--- config.mk ---
export PLATFORM = sky130hd
export DESIGN_NAME = crossword_timer
export DESIGN_NICKNAME = d
export VERILOG_FILES = /design/src/rtl/crossword_timer.sv
export SDC_FILE = /design/constraint.sdc
export NUM_CORES = 1
export LEC_CHECK = 0
export ABC_CLOCK_PERIOD_IN_PS = 7600
export BUFFER_PORTS_ARGS = -buffer_cell sky130_fd_sc_hd__buf_2
export CORE_ASPECT_RATIO = 0.9
export CORE_MARGIN = 2
export CORE_UTILIZATION = 50
export DETAILED_ROUTE_END_ITERATION = 8
export PLACE_DENSITY = 0.71
export SKIP_LAST_GASP = 1
export SYNTH_ARGS = -nofsm -noshare
export SYNTH_HDL_FRONTEND = slang
export SYNTH_SLANG_ARGS = --single-unit
--- constraint.sdc ---
create_clock -name clk -period 7.6 [get_ports clk]
set_clock_uncertainty 0.2 [all_clocks]
set_input_delay 0.76 -clock clk [delete_from_list [all_inputs] [get_ports clk]]
set_output_delay 0.76 -clock clk [all_outputs]
set_load 0.05 [all_outputs]
--- src/rtl/crossword_timer.sv ---
// Puzzle timer for the crossword game: mm:ss stopwatch (up-count) or
// countdown from a loaded preset, with pause/resume, lap capture and
// expiry / wrap / load-error pulses.
//
// Ports:
//   clk, reset        clock, asynchronous active-high reset
//   start, stop       single-cycle pulses: begin/resume, pause
//   clear, load       single-cycle pulses: zero and go idle, load preset
//   count_down        1 = down-count, 0 = up-count (sampled at each tick)
//   load_digits[15:0] BCD preset {tens_min, min, tens_sec, sec}
//   lap               single-cycle pulse: capture current time
//   digits[15:0]      live BCD time
//   lap_digits[15:0]  last captured BCD time
//   running           high while counting
//   expired           one-cycle pulse when the countdown hits 00:00
//   wrapped           one-cycle pulse when the up-count rolls over
//   load_err          one-cycle pulse when a preset is rejected
module crossword_timer #(
  parameter int unsigned CLK_HZ       = 50000000,
  parameter int unsigned MAX_TENS_MIN = 5
) (
  input  logic        clk,
  input  logic        reset,
  input  logic        start,
  input  logic        stop,
  input  logic        clear,
  input  logic        load,
  input  logic        count_down,
  input  logic [15:0] load_digits,
  input  logic        lap,
  output logic [15:0] digits,
  output logic [15:0] lap_digits,
  output logic        running,
  output logic        expired,
  output logic        wrapped,
  output logic        load_err
);

  localparam int unsigned PW = (CLK_HZ > 1) ? $clog2(CLK_HZ) : 1;
  localparam logic [PW-1:0] PRESC_MAX = PW'(CLK_HZ - 1);
  localparam logic [3:0]    TM_MAX    = 4'(MAX_TENS_MIN);

  typedef enum logic [1:0] {
    ST_IDLE    = 2'd0,
    ST_RUN     = 2'd1,
    ST_PAUSED  = 2'd2,
    ST_EXPIRED = 2'd3
  } state_t;

  state_t        state, state_nxt;
  logic [PW-1:0] presc, presc_nxt;
  logic [15:0]   digits_nxt, lap_nxt;
  logic          running_nxt, expired_nxt, wrapped_nxt, load_err_nxt;
  logic          tick_c;

  logic [3:0]  sec_d, tsec_d, min_d, tmin_d;
  logic [15:0] up_val, dn_val;
  logic        up_wrap, dn_zero;
  logic        load_ok;

  assign {tmin_d, min_d, tsec_d, sec_d} = digits;

  // One-second strobe, only meaningful while running
  assign tick_c = (state == ST_RUN) && (presc == PRESC_MAX);

  // Preset must be a legal time for this timer's range
  assign load_ok = (load_digits[3:0]   <= 4'd9) &&
                   (load_digits[7:4]   <= 4'd5) &&
                   (load_digits[11:8]  <= 4'd9) &&
                   (load_digits[15:12] <= TM_MAX);

  // Up-count carry chain; rolls over to 00:00 after MAX_TENS_MIN 9:59
  always_comb begin
    up_val  = digits;
    up_wrap = 1'b0;
    if (sec_d < 4'd9) begin
      up_val[3:0] = sec_d + 4'd1;
    end else begin
      up_val[3:0] = 4'd0;
      if (tsec_d < 4'd5) begin
        up_val[7:4] = tsec_d + 4'd1;
      end else begin
        up_val[7:4] = 4'd0;
        if (min_d < 4'd9) begin
          up_val[11:8] = min_d + 4'd1;
        end else begin
          up_val[11:8] = 4'd0;
          if (tmin_d < TM_MAX) begin
            up_val[15:12] = tmin_d + 4'd1;
          end else begin
            up_val[15:12] = 4'd0;
            up_wrap       = 1'b1;
          end
        end
      end
    end
  end

  // Down-count borrow chain; saturates at 00:00 (never underflows)
  always_comb begin
    dn_val = digits;
    if (digits != 16'h0000) begin
      if (sec_d != 4'd0) begin
        dn_val[3:0] = sec_d - 4'd1;
      end else begin
        dn_val[3:0] = 4'd9;
        if (tsec_d != 4'd0) begin
          dn_val[7:4] = tsec_d - 4'd1;
        end else begin
          dn_val[7:4] = 4'd5;
          if (min_d != 4'd0) begin
            dn_val[11:8] = min_d - 4'd1;
          end else begin
            dn_val[11:8]  = 4'd9;
            dn_val[15:12] = tmin_d - 4'd1;
          end
        end
      end
    end
  end

  assign dn_zero = (dn_val == 16'h0000);

  // State register
  always_ff @(posedge clk or posedge reset) begin
    if (reset) begin
      state <= ST_IDLE;
    end else begin
      state <= state_nxt;
    end
  end

  // Next-state and datapath. Within a cycle only the highest-priority
  // command that actually applies to the current state takes effect:
  // clear > load > stop > start > tick. Commands that mean nothing in the
  // current state (load/start while running, stop while not running) do
  // not suppress lower-priority ones.
  always_comb begin
    state_nxt    = state;
    presc_nxt    = presc;
    digits_nxt   = digits;
    lap_nxt      = lap_digits;
    expired_nxt  = 1'b0;
    wrapped_nxt  = 1'b0;
    load_err_nxt = 1'b0;

    if (clear) begin
      state_nxt  = ST_IDLE;
      presc_nxt  = '0;
      digits_nxt = 16'h0000;
      lap_nxt    = 16'h0000;
    end else begin
      // Lap captures the value before any same-cycle tick update
      if (lap && (state == ST_RUN || state == ST_PAUSED)) begin
        lap_nxt = digits;
      end

      case (state)
        ST_RUN: begin
          if (stop) begin
            // Prescaler holds so resume finishes the partial second
            state_nxt = ST_PAUSED;
          end else if (tick_c) begin
            presc_nxt = '0;
            if (count_down) begin
              digits_nxt = dn_val;
              if (dn_zero) begin
                expired_nxt = 1'b1;
                state_nxt   = ST_EXPIRED;
              end
            end else begin
              digits_nxt  = up_val;
              wrapped_nxt = up_wrap;
            end
          end else begin
            presc_nxt = presc + PW'(1);
          end
        end

        ST_IDLE, ST_PAUSED, ST_EXPIRED: begin
          if (load) begin
            if (load_ok) begin
              digits_nxt = load_digits;
              state_nxt  = ST_IDLE;
              presc_nxt  = '0;
            end else begin
              load_err_nxt = 1'b1;
            end
          end else if (start && state != ST_EXPIRED) begin
            state_nxt = ST_RUN;
            // A fresh start begins a whole second; resume keeps the fraction
            if (state == ST_IDLE) begin
              presc_nxt = '0;
            end
          end
        end

        default: begin
          state_nxt = ST_IDLE;
        end
      endcase
    end

    running_nxt = (state_nxt == ST_RUN);
  end

  // Registered datapath and outputs
  always_ff @(posedge clk or posedge reset) begin
    if (reset) begin
      presc      <= '0;
      digits     <= 16'h0000;
      lap_digits <= 16'h0000;
      running    <= 1'b0;
      expired    <= 1'b0;
      wrapped    <= 1'b0;
      load_err   <= 1'b0;
    end else begin
      presc      <= presc_nxt;
      digits     <= digits_nxt;
      lap_digits <= lap_nxt;
      running    <= running_nxt;
      expired    <= expired_nxt;
      wrapped    <= wrapped_nxt;
      load_err   <= load_err_nxt;
    end
  end

endmodule
# Yosys cells after proc, flatten, opt, wreduce, memory -nomap -nowiden
# Index checks and enable logic that the tools add are counted.
# Widths: inputs -> output; s select.
word_totals:
  regBits: 64
op_classes:
  reduce_logical: 20
  n_lt_le_gt_ge: 8
  mux: 59
  n_addsub: 9
  n_eq_ne: 16
ops:
  columns: ["cell", "count"]
  rows:
  - ["$mux 26", 7]
  - ["$mux 16", 9]
  - ["$pmux 26 s2", 1]
  - ["$mux 4", 9]
  - ["$pmux 16 s2", 1]
  - ["$add 26x1->26 const B", 1]
  - ["$eq 26x26->1 const B", 1]
  - ["$mux 12", 2]
  - ["$ne 4x4->1 const B", 6]
  - ["$mux 1", 19]
  - ["$add 4x1->4 const B", 4]
  - ["$logic_not 16->1", 1]
  - ["$mux 2", 8]
  - ["$mux 8", 2]
  - ["$reduce_bool 16->1", 1]
  - ["$sub 4x1->4 const B", 4]
  - ["$ne 3x3->1 const B", 4]
  - ["$reduce_bool 4->1", 3]
  - ["$le 4x3->1 const B", 2]
  - ["$le 4x4->1 const B", 2]
  - ["$lt 4x3->1 const B", 2]
  - ["$lt 4x4->1 const B", 2]
  - ["$reduce_and 4->1", 2]
  - ["$reduce_and 7->1", 1]
  - ["other kinds (11)", 18]

# Depth between registers and ports, before layout
# Gate-level depths: netlist of the first run.
logic_depth:
  word_depth: 13
  ltp_mapped: 10
  depth_no_buf: 8

# Least setup slack after synthesis of the first run
# No wires, ideal clock.
synth_path:
  path_type: "register to register"
  startpoint: "reg digits[8]"
  endpoint: "reg state[0]"
  t_arrival_ns: 2.842
  setup_ns: 0.092
  synth_period_minus_slack_ns: 3.134
  n_path_buf: 1
  stages_incl_launch_ff: 10
  setup_slack_ns: 4.466
  path_cell_list: "dfrtp_1 -> clkbuf_1 -> inv_1 -> ha_1 -> nor3b_4 -> nand4_1 -> mux2i_1 -> nand4b_1 -> or4_1 -> o31ai_2"
synth_via:
  elab_chain_cells: 12
synth_rtl:
  columns: ["element", "line_no", "rtl"]
  rows:
  - ["from (decl)", "31", "output logic [15:0] digits,"]
  - ["from (signal assigned)", "219", "digits <= digits_nxt;"]
  - ["$sub 4x1->4 / $reduce_bool 4->1 (equally long branches)", "112, 111", null]
  - ["$mux 4", "111", "if (min_d != 4'd0) begin"]
  - ["$mux 8", "107", "if (tsec_d != 4'd0) begin"]
  - ["$mux 12", "103", "if (sec_d != 4'd0) begin"]
  - ["$mux 16 (*)", "102", "if (digits != 16'h0000) begin"]
  - ["$logic_not 16->1 (*)", "122", "assign dn_zero = (dn_val == 16'h0000);"]
  - ["$mux 2 (*)", "167", "if (dn_zero) begin"]
  - ["$mux 2 (*)", "165", "if (count_down) begin"]
  - ["$mux 2 (*)", "163", "end else if (tick_c) begin"]
  - ["$mux 2 (*)", "160", "if (stop) begin"]
  - ["$pmux 2 s2 (*)", "158", "case (state)"]
  - ["$mux 2 (*)", "147", "if (clear) begin"]
  - ["named net state_nxt[0]", "50", "state_t state, state_nxt;"]
  - ["to (signal assigned)", "129", "state <= state_nxt;"]
  - ["to (decl)", "50", null]
# Mark *: on every way through the listed nets, which the timed path passes. The rest lies on a longest branch.
# A chain may end at the register's enable or synchronous reset.

# Worst setup path after layout of the first run
layout_path:
  startpoint: "reg state[1]"
  endpoint: "reg presc[22]"
layout_via:
  elab_chain_cells: 6
layout_rtl:
  columns: ["element", "line_no", "rtl"]
  rows:
  - ["$eq 2x1->1", "64, 158", null]
  - ["$logic_and 1x1->1", "64", "assign tick_c = (state == ST_RUN) && (presc == PRESC_MAX);"]
  - ["$mux 26", "163", null]
  - ["$mux 26", "160", null]
  - ["$pmux 26 s2", "158", null]
  - ["$mux 26", "147", null]
  - ["to (signal assigned)", "218", "presc <= presc_nxt;"]
  - ["to (decl)", "51", "logic [PW-1:0] presc, presc_nxt;"]
# Parallel ways exist; a longest one is shown, timed or not. The select of a mux whose other input is x is not followed.

==> results of run 1 <==
[worst reg2reg max path, delay by kind of cell (launching register included)]
kind,cells,cell delay [ns]
mux,1,0.25
compound gates,2,1.05
simple gates,3,0.86
flops,1,0.42
fa+ha+maj,1,0.35
buf+inv,2,0.40
[kinds of logic after synthesis]
| group | synth area share |
|---|---|
| fa+ha+maj | 0.03840 |
| compound gates | 0.2126 |
| mux | 0.04498 |
| simple gates | 0.2767 |
| flops | 0.3511 |
| xor+xnor | 0.02688 |
| buf+inv | 0.04937 |
[worst min-delay path by stage]
stage,cells after the start,start,end
floorplan,1,presc[6],presc[6]
global placement,1,presc[6],presc[6]
detailed placement,1,presc[6],presc[6]
CTS,2,lap_digits[5],lap_digits[5]
global route,2,lap_digits[9],lap_digits[9]
finish,2,lap_digits[8],lap_digits[8]
[per-layer routing]
layer	share of wire	track usage
met5	0	0
met1	0.48	0.3922
met2	0.42	0.3813
met4	0.022	0.1089
met3	0.080	0.05659
[layout by cell type (no fill, tap or decap), types with 4 or more instances in the layout]
| cell type | n |
|---|---|
| o21ai_0 | 28 |
| o31ai_1 | 8 |
| ha_1 | 14 |
| nor2b_1 | 8 |
| mux2_4 | 4 |
| nor3_1 | 16 |
| a21oi_1 | 41 |
| a31oi_1 | 4 |
| inv_1 | 23 |
| dfrtp_1 | 64 |
| or4_1 | 4 |
| nand2_1 | 78 |
| nor4_1 | 13 |
| o211ai_1 | 5 |
| xnor2_1 | 13 |
| nand2b_1 | 5 |
| and2_1 | 4 |
| a211oi_1 | 4 |
| nor2_1 | 46 |
| mux2_2 | 4 |
| buf_2 | 59 |
| clkbuf_8 | 10 |
| mux2i_1 | 10 |
| nand4_1 | 9 |
| nand3_1 | 25 |
[registers in the layout, indices dropped and copies added (netlist names)]
register / cells
wrapped: 1
running: 1
expired: 1
load_err: 1
presc: 26
lap_digits: 16
digits: 16
state: 2
[area by class of cell]
| cell class | count | area (um^2) | area share |
|---|---|---|---|
| clock buffers | 10 | 137.6 | 0.02677 |
| clock inverters | 6 | 113.9 | 0.02215 |
| inverters | 24 | 90.09 | 0.01752 |
| multi-input cells | 426 | 2735 | 0.5320 |
| flip-flops and latches | 64 | 1602 | 0.3115 |
| well taps | 122 | 152.6 | 0.02969 |
| repair buffers | 61 | 310.3 | 0.06036 |
[through the flow]
step / power, uW / area (um^2)
2_1_floorplan: 653.3 / 4562
3_3_place_gp: 730.1 / 4890
3_5_place_dp: 734.2 / 4890
4_1_cts: 1116 / 5141
5_1_grt: 1170 / 5141
6_report: 1114 / 5141
[power by group through the flow]
stage | Sequential [uW] | Combinational (uW) | Clock [uW]
floorplan | 439 | 214 | 0
global placement | 409 | 321 | 0
detailed placement | 410 | 325 | 0
CTS | 403 | 328 | 386
global route | 408 | 360 | 402
finish | 404 | 332 | 378
==> impl_metrics.tcl, run 1 <==
set metrics [dict create \
    fin_crit_sh 0.4798 \
    drtPass1Iterations 5 \
    path_delay_family "compound AO/OA/AOI/OAI gates" \
    syn_nets 583 \
    power.switching_uw 421.1 \
    die_y_um 94.62 \
    fin_util 0.5712 \
    synth-seq-area-share 0.3511 \
    cts_root_buf "clkbuf_8" \
    drcViolationCount 0 \
    r2r_setup_slack_ns 3.95 \
    synth_edf_count 0 \
    num_rows 33 \
    port_buffers 59 \
    cts_resized 0 \
    dp.cells 697 \
    fmax_mhz 274.3 \
    grt_first_pass_wirelength_mm 21.02 \
    clkPwrFrac 0.339 \
    fillers 831 \
    wl_per_cell_um 17.94 \
    ioPinCount 60 \
    cts_tree "done" \
    yosys_warnings 0 \
    cts-hold-fix-buffers 0 \
    clkLatencyLatePin_ns 0.35 \
    die_w_um 104.7 \
    worstMarginPinSlew_ns 0.8784 \
    arrival_ns 3.69 \
    critPathMaxStageDelay_ns 0.75 \
    ctsHtreeMaxLevel 3 \
    clock_path_buffers 2 \
    combinationalPowerShare 0.298 \
    via_count 4433 \
    syn2layout_area_growth_pct 12.70 \
    startpoint "state[1]" \
    yosys.cell_count.top_type "nand2_1" \
    synth_area_leaders "dfrtp_1 (35%), nand2_1 (6.4%), a21oi_1 (4.5%), ha_1 (3.8%), nor2_1 (3.8%)" \
    switching_share 0.3780 \
    critPathLaunchType "register" \
    power_leakage_uw 0.002206 \
    async_reset_ff_frac 1.000 \
    status "finished, final reports clean" \
    timing.slew.headroom 0.4143 \
    ant_nets 0 \
    drive_gt1_frac 0.1827 \
    hold_ws_ns 0.3189 \
    path_max_fanout 27 \
    antenna_found_initial 0 \
    setup_violations 0 \
    synth.top_cells.by_count "nand2_1 (78), dfrtp_1 (64), nor2_1 (46), a21oi_1 (41), o21ai_0 (28)" \
    clkSinkCount 64 \
    rsz0062_at_grt "no" \
    drtIter0Drc 438 \
    r2r-end "presc[22]" \
    gpl.final_weighted_congestion 0.9450 \
    path_depth 9 \
    worstHoldPathType "register to register" \
    worstSetupPathType "register to register" \
    cpMaxStageDelayCell "a221o_1" \
    start_util 0.5068 \
    p_int_uw 693.1 \
    yosys.area.top_type "dfrtp_1" \
    syn_area_per_cell_um2 8.370 \
    grt_pass1_vias 4070 \
    cp_data_required_time_ns 7.64 \
    vias_per_cell 6.217 \
    power_density_mw_per_mm2 216.7 \
    ys_seq_elements 64 \
    syn_inst 545 \
    wl_mm 12.79 \
    grt-ovfl-total 0 \
    power_frac_seq 0.363 \
    pre_cts_ws_ns 3.947 \
    core_area_mm2 0.009001 \
    synth.top_cell.area_share 0.3511 \
    grt_max_degree 65 \
    setup_ws_ns 3.954 \
    fin_cells 713 \
    cts_setup_buffers 0 \
    crit_chain "inv_1 -> ha_1 -> buf_4 -> or3b_2 -> a41oi_1 -> a221o_1 -> nor4_1 -> and2_1 -> mux2_2" \
    hold_violations 0 \
    netlist_area_mm2 0.004562 \
    ir_worst_vdd_mv 0.1069 \
    r2r_cells 9 \
    cp.buffers_inverters 2 \
    ys_types 83 \
    ys.flop_type "dfrtp_1" \
    grt_use_total 0.2669 \
    maxSlewViolCount 0 \
    die_area_mm2 0.009905 \
    numCtsBuffers 9 \
    finalCriticalPeriod_ns 3.646 \
    maxCapViolations 0 \
    clkTransAtPathRegs_ns 0.08 \
    antenna_cells 0 \
    tns_ns 0 \
    dp_hpwl_mm 8.839 \
    worst_setup_path_end_kind "register" \
    r2r_start "state[1]" \
    cp-endpoint "presc[22]" \
    nets 624 \
]
Note: power is estimated with default switching activity, not from simulation.
==> run 2, diff against run 1 <==
--- a/config.mk
+++ b/config.mk
@@ -5,7 +5,7 @@
 export SDC_FILE = /design/constraint.sdc
 export NUM_CORES = 1
 export LEC_CHECK = 0
-export ABC_CLOCK_PERIOD_IN_PS = 7600
+export ABC_CLOCK_PERIOD_IN_PS = 3700
 export BUFFER_PORTS_ARGS = -buffer_cell sky130_fd_sc_hd__buf_2
 export CORE_ASPECT_RATIO = 0.9
 export CORE_MARGIN = 2
==> constraint.sdc (replaced) <==
create_clock -name clk -period 3.7 [get_ports clk]
set_clock_uncertainty 0.2 [all_clocks]
set_input_delay 0.37 -clock clk [delete_from_list [all_inputs] [get_ports clk]]
set_output_delay 0.37 -clock clk [all_outputs]
set_load 0.05 [all_outputs]
==> run 2 against run 1 <==
The run now ends with negative hold slack left. Via count grew 0.99%. Fmax grew 8.2%. First-iteration DRC count grew 0.46%. Clock power grew 87%. Final area grew 1.2%. Sequential power grew 100%. Sequential share of layout area shrank 0.38 points. Utilization grew 0.71 points. Clock-buffer cell count shrank 1. Critical path depth shrank 1. Register-to-register slack lost 3.6 ns. Global-route usage grew 0.28 points. Critical path type unchanged.
==> impl_metrics.tcl, run 2 (synthesis results as in run 1) <==
set metrics [dict create \
    crit_chain "inv_1 -> ha_1 -> nor3b_4 -> a21boi_0 -> a2111oi_0 -> nand4_1 -> or4_1 -> o31ai_2" \
    layout_common_cells "nand2_1 (78), dfrtp_1 (64), buf_2 (59), nor2_1 (46), a21oi_1 (41)" \
    die_w_um 104.7 \
    port_buffers 59 \
    numCtsBuffers 9 \
    gpl.final_weighted_congestion 0.9717 \
    power_density_mw_per_mm2 432.0 \
    fillers 839 \
    arrival_ns 3.44 \
    top_regs "presc: 26 flops, digits: 16 flops, lap_digits: 16 flops" \
    cp_data_required_time_ns 3.77 \
    syn2layout_area_growth_pct 14.10 \
    dpl_cell_area_mm2 0.004972 \
    ff_latch_area_mm2 0.001602 \
    nets 635 \
    wl_mm 13.12 \
    fmax_mhz 296.7 \
    failed_checks "negative hold slack" \
    drtPass1Iterations 5 \
    power_leakage_uw 0.002252 \
    hold_ws_ns -0.02790 \
    timing.slew.headroom 0.3572 \
    clock_path_buffers 2 \
    cpMaxStageDelayCell "nor3b_4" \
    path_depth 8 \
    final_common_cell "nand2_1" \
    fin_util 0.5783 \
    rsz0062_at_grt "no" \
    clkSinkCount 64 \
    antenna_found_initial 0 \
    clkTransAtPathRegs_ns 0.10 \
    maxCapViolations 0 \
    vias_per_cell 6.184 \
    ir_worst_vdd_mv 0.2732 \
    clkLatencyLatePin_ns 0.37 \
    cp.buffers_inverters 1 \
    path_delay_family "simple AND/OR/NAND/NOR gates" \
    grt_pass1_vias 4072 \
    antenna_cells 0 \
    worstSetupPathType "register to register" \
    die_area_mm2 0.009905 \
    multi_input_area_mm2 0.002741 \
    drcViolationCount 0 \
    largest_register "presc" \
    status "finished with violations" \
    finalCriticalPeriod_ns 3.371 \
    cts_setup_buffers 0 \
    grt_use_total 0.2697 \
    worstMarginPinSlew_ns 0.9643 \
    tns_ns 0 \
    drive_gt1_frac 0.1977 \
    dp_hpwl_mm 9.337 \
    dp.cells 708 \
    maxSlewViolCount 0 \
    postLayoutCellArea_mm2 0.005205 \
    grt-ovfl-total 0 \
    drtIter0Drc 440 \
    grt_max_degree 40 \
    ant_nets 0 \
    worstHoldPathType "input pin to async pin" \
    via_count 4477 \
    setup_violations 0 \
    largest_reg_flops 26 \
    hold_violations 38 \
    num_rows 33 \
    ioPinCount 60 \
    wl_per_cell_um 18.12 \
    ctsHtreeMaxLevel 3 \
    cts_root_buf "clkbuf_8" \
    fin_cells 724 \
    critPathMaxStageDelay_ns 0.59 \
    start_util 0.5068 \
    critPathLaunchType "register" \
    core_area_mm2 0.009001 \
    r2r_cells 8 \
    cts_tree "done" \
    grt_first_pass_wirelength_mm 21.16 \
    cts-hold-fix-buffers 0 \
    path_max_fanout 14 \
    worst_setup_path_end_kind "register" \
    fin_crit_sh 0.9110 \
    die_y_um 94.62 \
]
==> run 2: cell count changes in the layout (fill, tap and decap cells not counted) <==
cell and delta:
clkbuf_8 -1, clkinvlp_4 -1, inv_6 +1, nor3b_2 -1
clkinv_4 +2, nor3b_4 +1, buf_4 +11, bufinv_16 -1
==> run 2: path summary, 6_finish.rpt <==
path	from	to	slack, ns
min	reset	digits[13]	-0.03
min reg2reg	presc[6]	presc[6]	0.31
max in group asynchronous	reset	presc[0]	2.46
max	digits[0]	state[0]	0.33
min in group clk	load_digits[5]	digits[5]	0.10
max reg2reg	digits[0]	state[0]	0.33
==> run 2: power by group <==
part           switching, uW  internal, uW  total [uW]
Clock                    322           386         708
Sequential              78.3           733         812
Combinational            488           240         729
Total                    888          1360        2250
==> run 2: stage by stage <==
step | power (uW) | setup slack [ns]
2_1_floorplan | 1342 | 0.5659
3_3_place_gp | 1521 | 0.4071
3_5_place_dp | 1534 | 0.1960
4_1_cts | 2240 | 0.1972
5_1_grt | 2349 | 0.1490
6_report | 2248 | 0.3293
==> run 2: area by class of cell <==
cell class	count	area share
well taps	122	0.02933
multi-input cells	426	0.5267
repair buffers	72	0.07548
inverters	24	0.01731
clock buffers	9	0.02380
clock inverters	7	0.01971
flip-flops and latches	64	0.3077
==> run 2: what timing repair did <==
action                     in CTS  in global routing
resized for setup               0                  1
setup endpoints to repair       0                  2
hold endpoints to repair        0                  0
==> run 2: routing by layer <==
metal	GRT usage	routed length [um]	part of all wire	vias to the layer above
met2	0.4063	5702	0.43	233
met3	0.04762	1134	0.086	27
met4	0.08444	244	0.019	0
met1	0.3955	6041	0.46	2122
li1	-	-	-	2095
met5	0	0	0	-
==> run 3, diff against run 2 <==
--- a/config.mk
+++ b/config.mk
@@ -9,9 +9,8 @@
 export BUFFER_PORTS_ARGS = -buffer_cell sky130_fd_sc_hd__buf_2
 export CORE_ASPECT_RATIO = 0.9
 export CORE_MARGIN = 2
-export CORE_UTILIZATION = 50
+export CORE_UTILIZATION = 45
 export DETAILED_ROUTE_END_ITERATION = 8
-export PLACE_DENSITY = 0.71
 export SKIP_LAST_GASP = 1
 export SYNTH_ARGS = -nofsm -noshare
 export SYNTH_HDL_FRONTEND = slang
==> run 3 against run 2 <==
Sequential power is 1% higher. Utilization down 4.1 points. Power up 6.5%. The run now ends clean. Highest routed layer unchanged. Final area rose by 0.99%. Combinational power shrank 2%. Largest power group is now the clock network. Largest cell class unchanged. Hold slack better by 0.11 ns. Sequential cell count is the same. First-iteration DRC count is 6.1% lower. Register-to-register slack better by 0.12 ns. Critical path depth unchanged. Clock power rose by 21%.
==> impl_metrics.tcl, run 3 (synthesis results as in run 1) <==
set metrics [dict create \
    worstMarginPinSlew_ns 1.035 \
    worstHoldPathType "input pin to async pin" \
    top_regs "presc: 26 flops, digits: 16 flops, lap_digits: 16 flops" \
    fin_cells 726 \
    drive_gt1_frac 0.1933 \
    antenna_found_initial 0 \
    nets 634 \
    power_leakage_uw 0.002277 \
    via_count 4408 \
    core_area_mm2 0.009784 \
    gpl.final_weighted_congestion 0.9787 \
    crit_chain "inv_1 -> ha_1 -> nor3b_4 -> nand4_1 -> mux2i_1 -> nand4b_1 -> or4_1 -> o31ai_2" \
    ctsHtreeMaxLevel 3 \
    hold_violations 0 \
    clock_path_buffers 2 \
    largest_register "presc" \
    path_max_fanout 10 \
    layout_common_cells "nand2_1 (78), dfrtp_1 (64), buf_2 (59), nor2_1 (46), a21oi_1 (41)" \
    worstSetupPathType "register to register" \
    dp_hpwl_mm 9.556 \
    largest_reg_flops 26 \
    arrival_ns 3.30 \
    rsz0062_at_grt "no" \
    cts-hold-fix-buffers 0 \
    drtIter0Drc 413 \
    power_density_mw_per_mm2 455.6 \
    ant_nets 0 \
    start_util 0.4662 \
    grt_max_degree 49 \
    wl_per_cell_um 18.58 \
    grt-ovfl-total 0 \
    cts_resized 0 \
    finalCriticalPeriod_ns 3.254 \
    maxSlewViolCount 0 \
    final_common_cell "nand2_1" \
    grt_first_pass_wirelength_mm 21.75 \
    ioPinCount 60 \
    cts_setup_buffers 0 \
    ir_worst_vdd_mv 0.2550 \
    die_y_um 99.52 \
    die_w_um 110.1 \
    clkPwrFrac 0.358 \
    maxCapViolations 0 \
    timing.slew.headroom 0.3087 \
    tns_ns 0 \
    cts_tree "done" \
    num_rows 34 \
    die_area_mm2 0.01096 \
    status "finished, final reports clean" \
    hold_ws_ns 0.08556 \
    critPathMaxStageDelay_ns 0.61 \
    numCtsBuffers 9 \
    syn2layout_area_growth_pct 15.22 \
    cts_root_buf "clkbuf_16" \
    switching_share 0.3772 \
    pre_cts_ws_ns 0.5133 \
    clkLatencyLatePin_ns 0.34 \
    cp_data_required_time_ns 3.75 \
    antenna_cells 0 \
    clkTransAtPathRegs_ns 0.06 \
    vias_per_cell 6.072 \
    critPathLaunchType "register" \
    grt_pass1_vias 3989 \
    worst_setup_path_end_kind "register" \
    setup_violations 0 \
    setup_ws_ns 0.4462 \
    dp.cells 711 \
    port_buffers 59 \
    drcViolationCount 0 \
    power_frac_seq 0.344 \
    fin_crit_sh 0.8794 \
    p_int_uw 1491 \
    clkSinkCount 64 \
    wl_mm 13.49 \
    grt_use_total 0.2574 \
    combinationalPowerShare 0.298 \
    drtPass1Iterations 5 \
    power.switching_uw 903.1 \
    fmax_mhz 307.3 \
    cpMaxStageDelayCell "or4_1" \
]
-- run 3: cell count changes in the layout (fill, tap and decap cells not counted), sizes merged --
cell / delta
inv: -1
buf: -1
clkbuf: +1
clkinv: +1
clkinvlp: -1
bufinv: -1
-- run 3: power by group through the flow --
stage | combinational, uW | clock (uW) | sequential (uW)
4_1_cts | 703 | 868 | 822
6_report | 713 | 858 | 824
5_1_grt | 770 | 901 | 832
3_3_place_gp | 696 | 0 | 832
3_5_place_dp | 699 | 0 | 834
2_1_floorplan | 440 | 0 | 902
-- run 3: layer usage --
metal,track usage,part of all wire
met1,0.4154,0.50
met2,0.3454,0.41
met3,0.04980,0.074
met4,0.06538,0.014
met5,0,0
-- run 3: layout make-up --
cell class / instances / area [um^2]
fillers: 951 / 4528
multi-input cells: 426 / 2735
flip-flops and latches: 64 / 1602
repair buffers: 71 / 385.4
clock buffers: 10 / 229.0
well taps: 126 / 157.7
inverters: 24 / 90.09
clock inverters: 5 / 57.56
-- run 3: per-stage QoR --
step / area, um^2 / total power [uW] / util
finish: 5256 / 2395 / 0.5372
global placement: 4970 / 1528 / 0.5079
detailed placement: 4970 / 1534 / 0.5079
floorplan: 4562 / 1342 / -
CTS: 5256 / 2393 / 0.5372
global route: 5256 / 2504 / 0.5372
-- run 3: critical path: cells and delay by family (launching register included) --
| kind | cells | cell delay, ns |
|---|---|---|
| buf+inv | 1 | 0.13 |
| simple gates | 4 | 1.55 |
| flops | 1 | 0.48 |
| compound gates | 1 | 0.20 |
| mux | 1 | 0.27 |
| fa+ha+maj | 1 | 0.33 |
-- run 3: worst paths after layout --
kind	start	end	slack (ns)	cells after the start
min in group clk	load_digits[8]	digits[8]	0.12	3
setup / recovery	digits[4]	state[0]	0.45	8
hold reg to reg	presc[6]	presc[6]	0.31	1
max in group asynchronous	reset	presc[8]	2.40	3
hold / removal	reset	presc[21]	0.09	2
setup reg to reg	digits[4]	state[0]	0.45	8
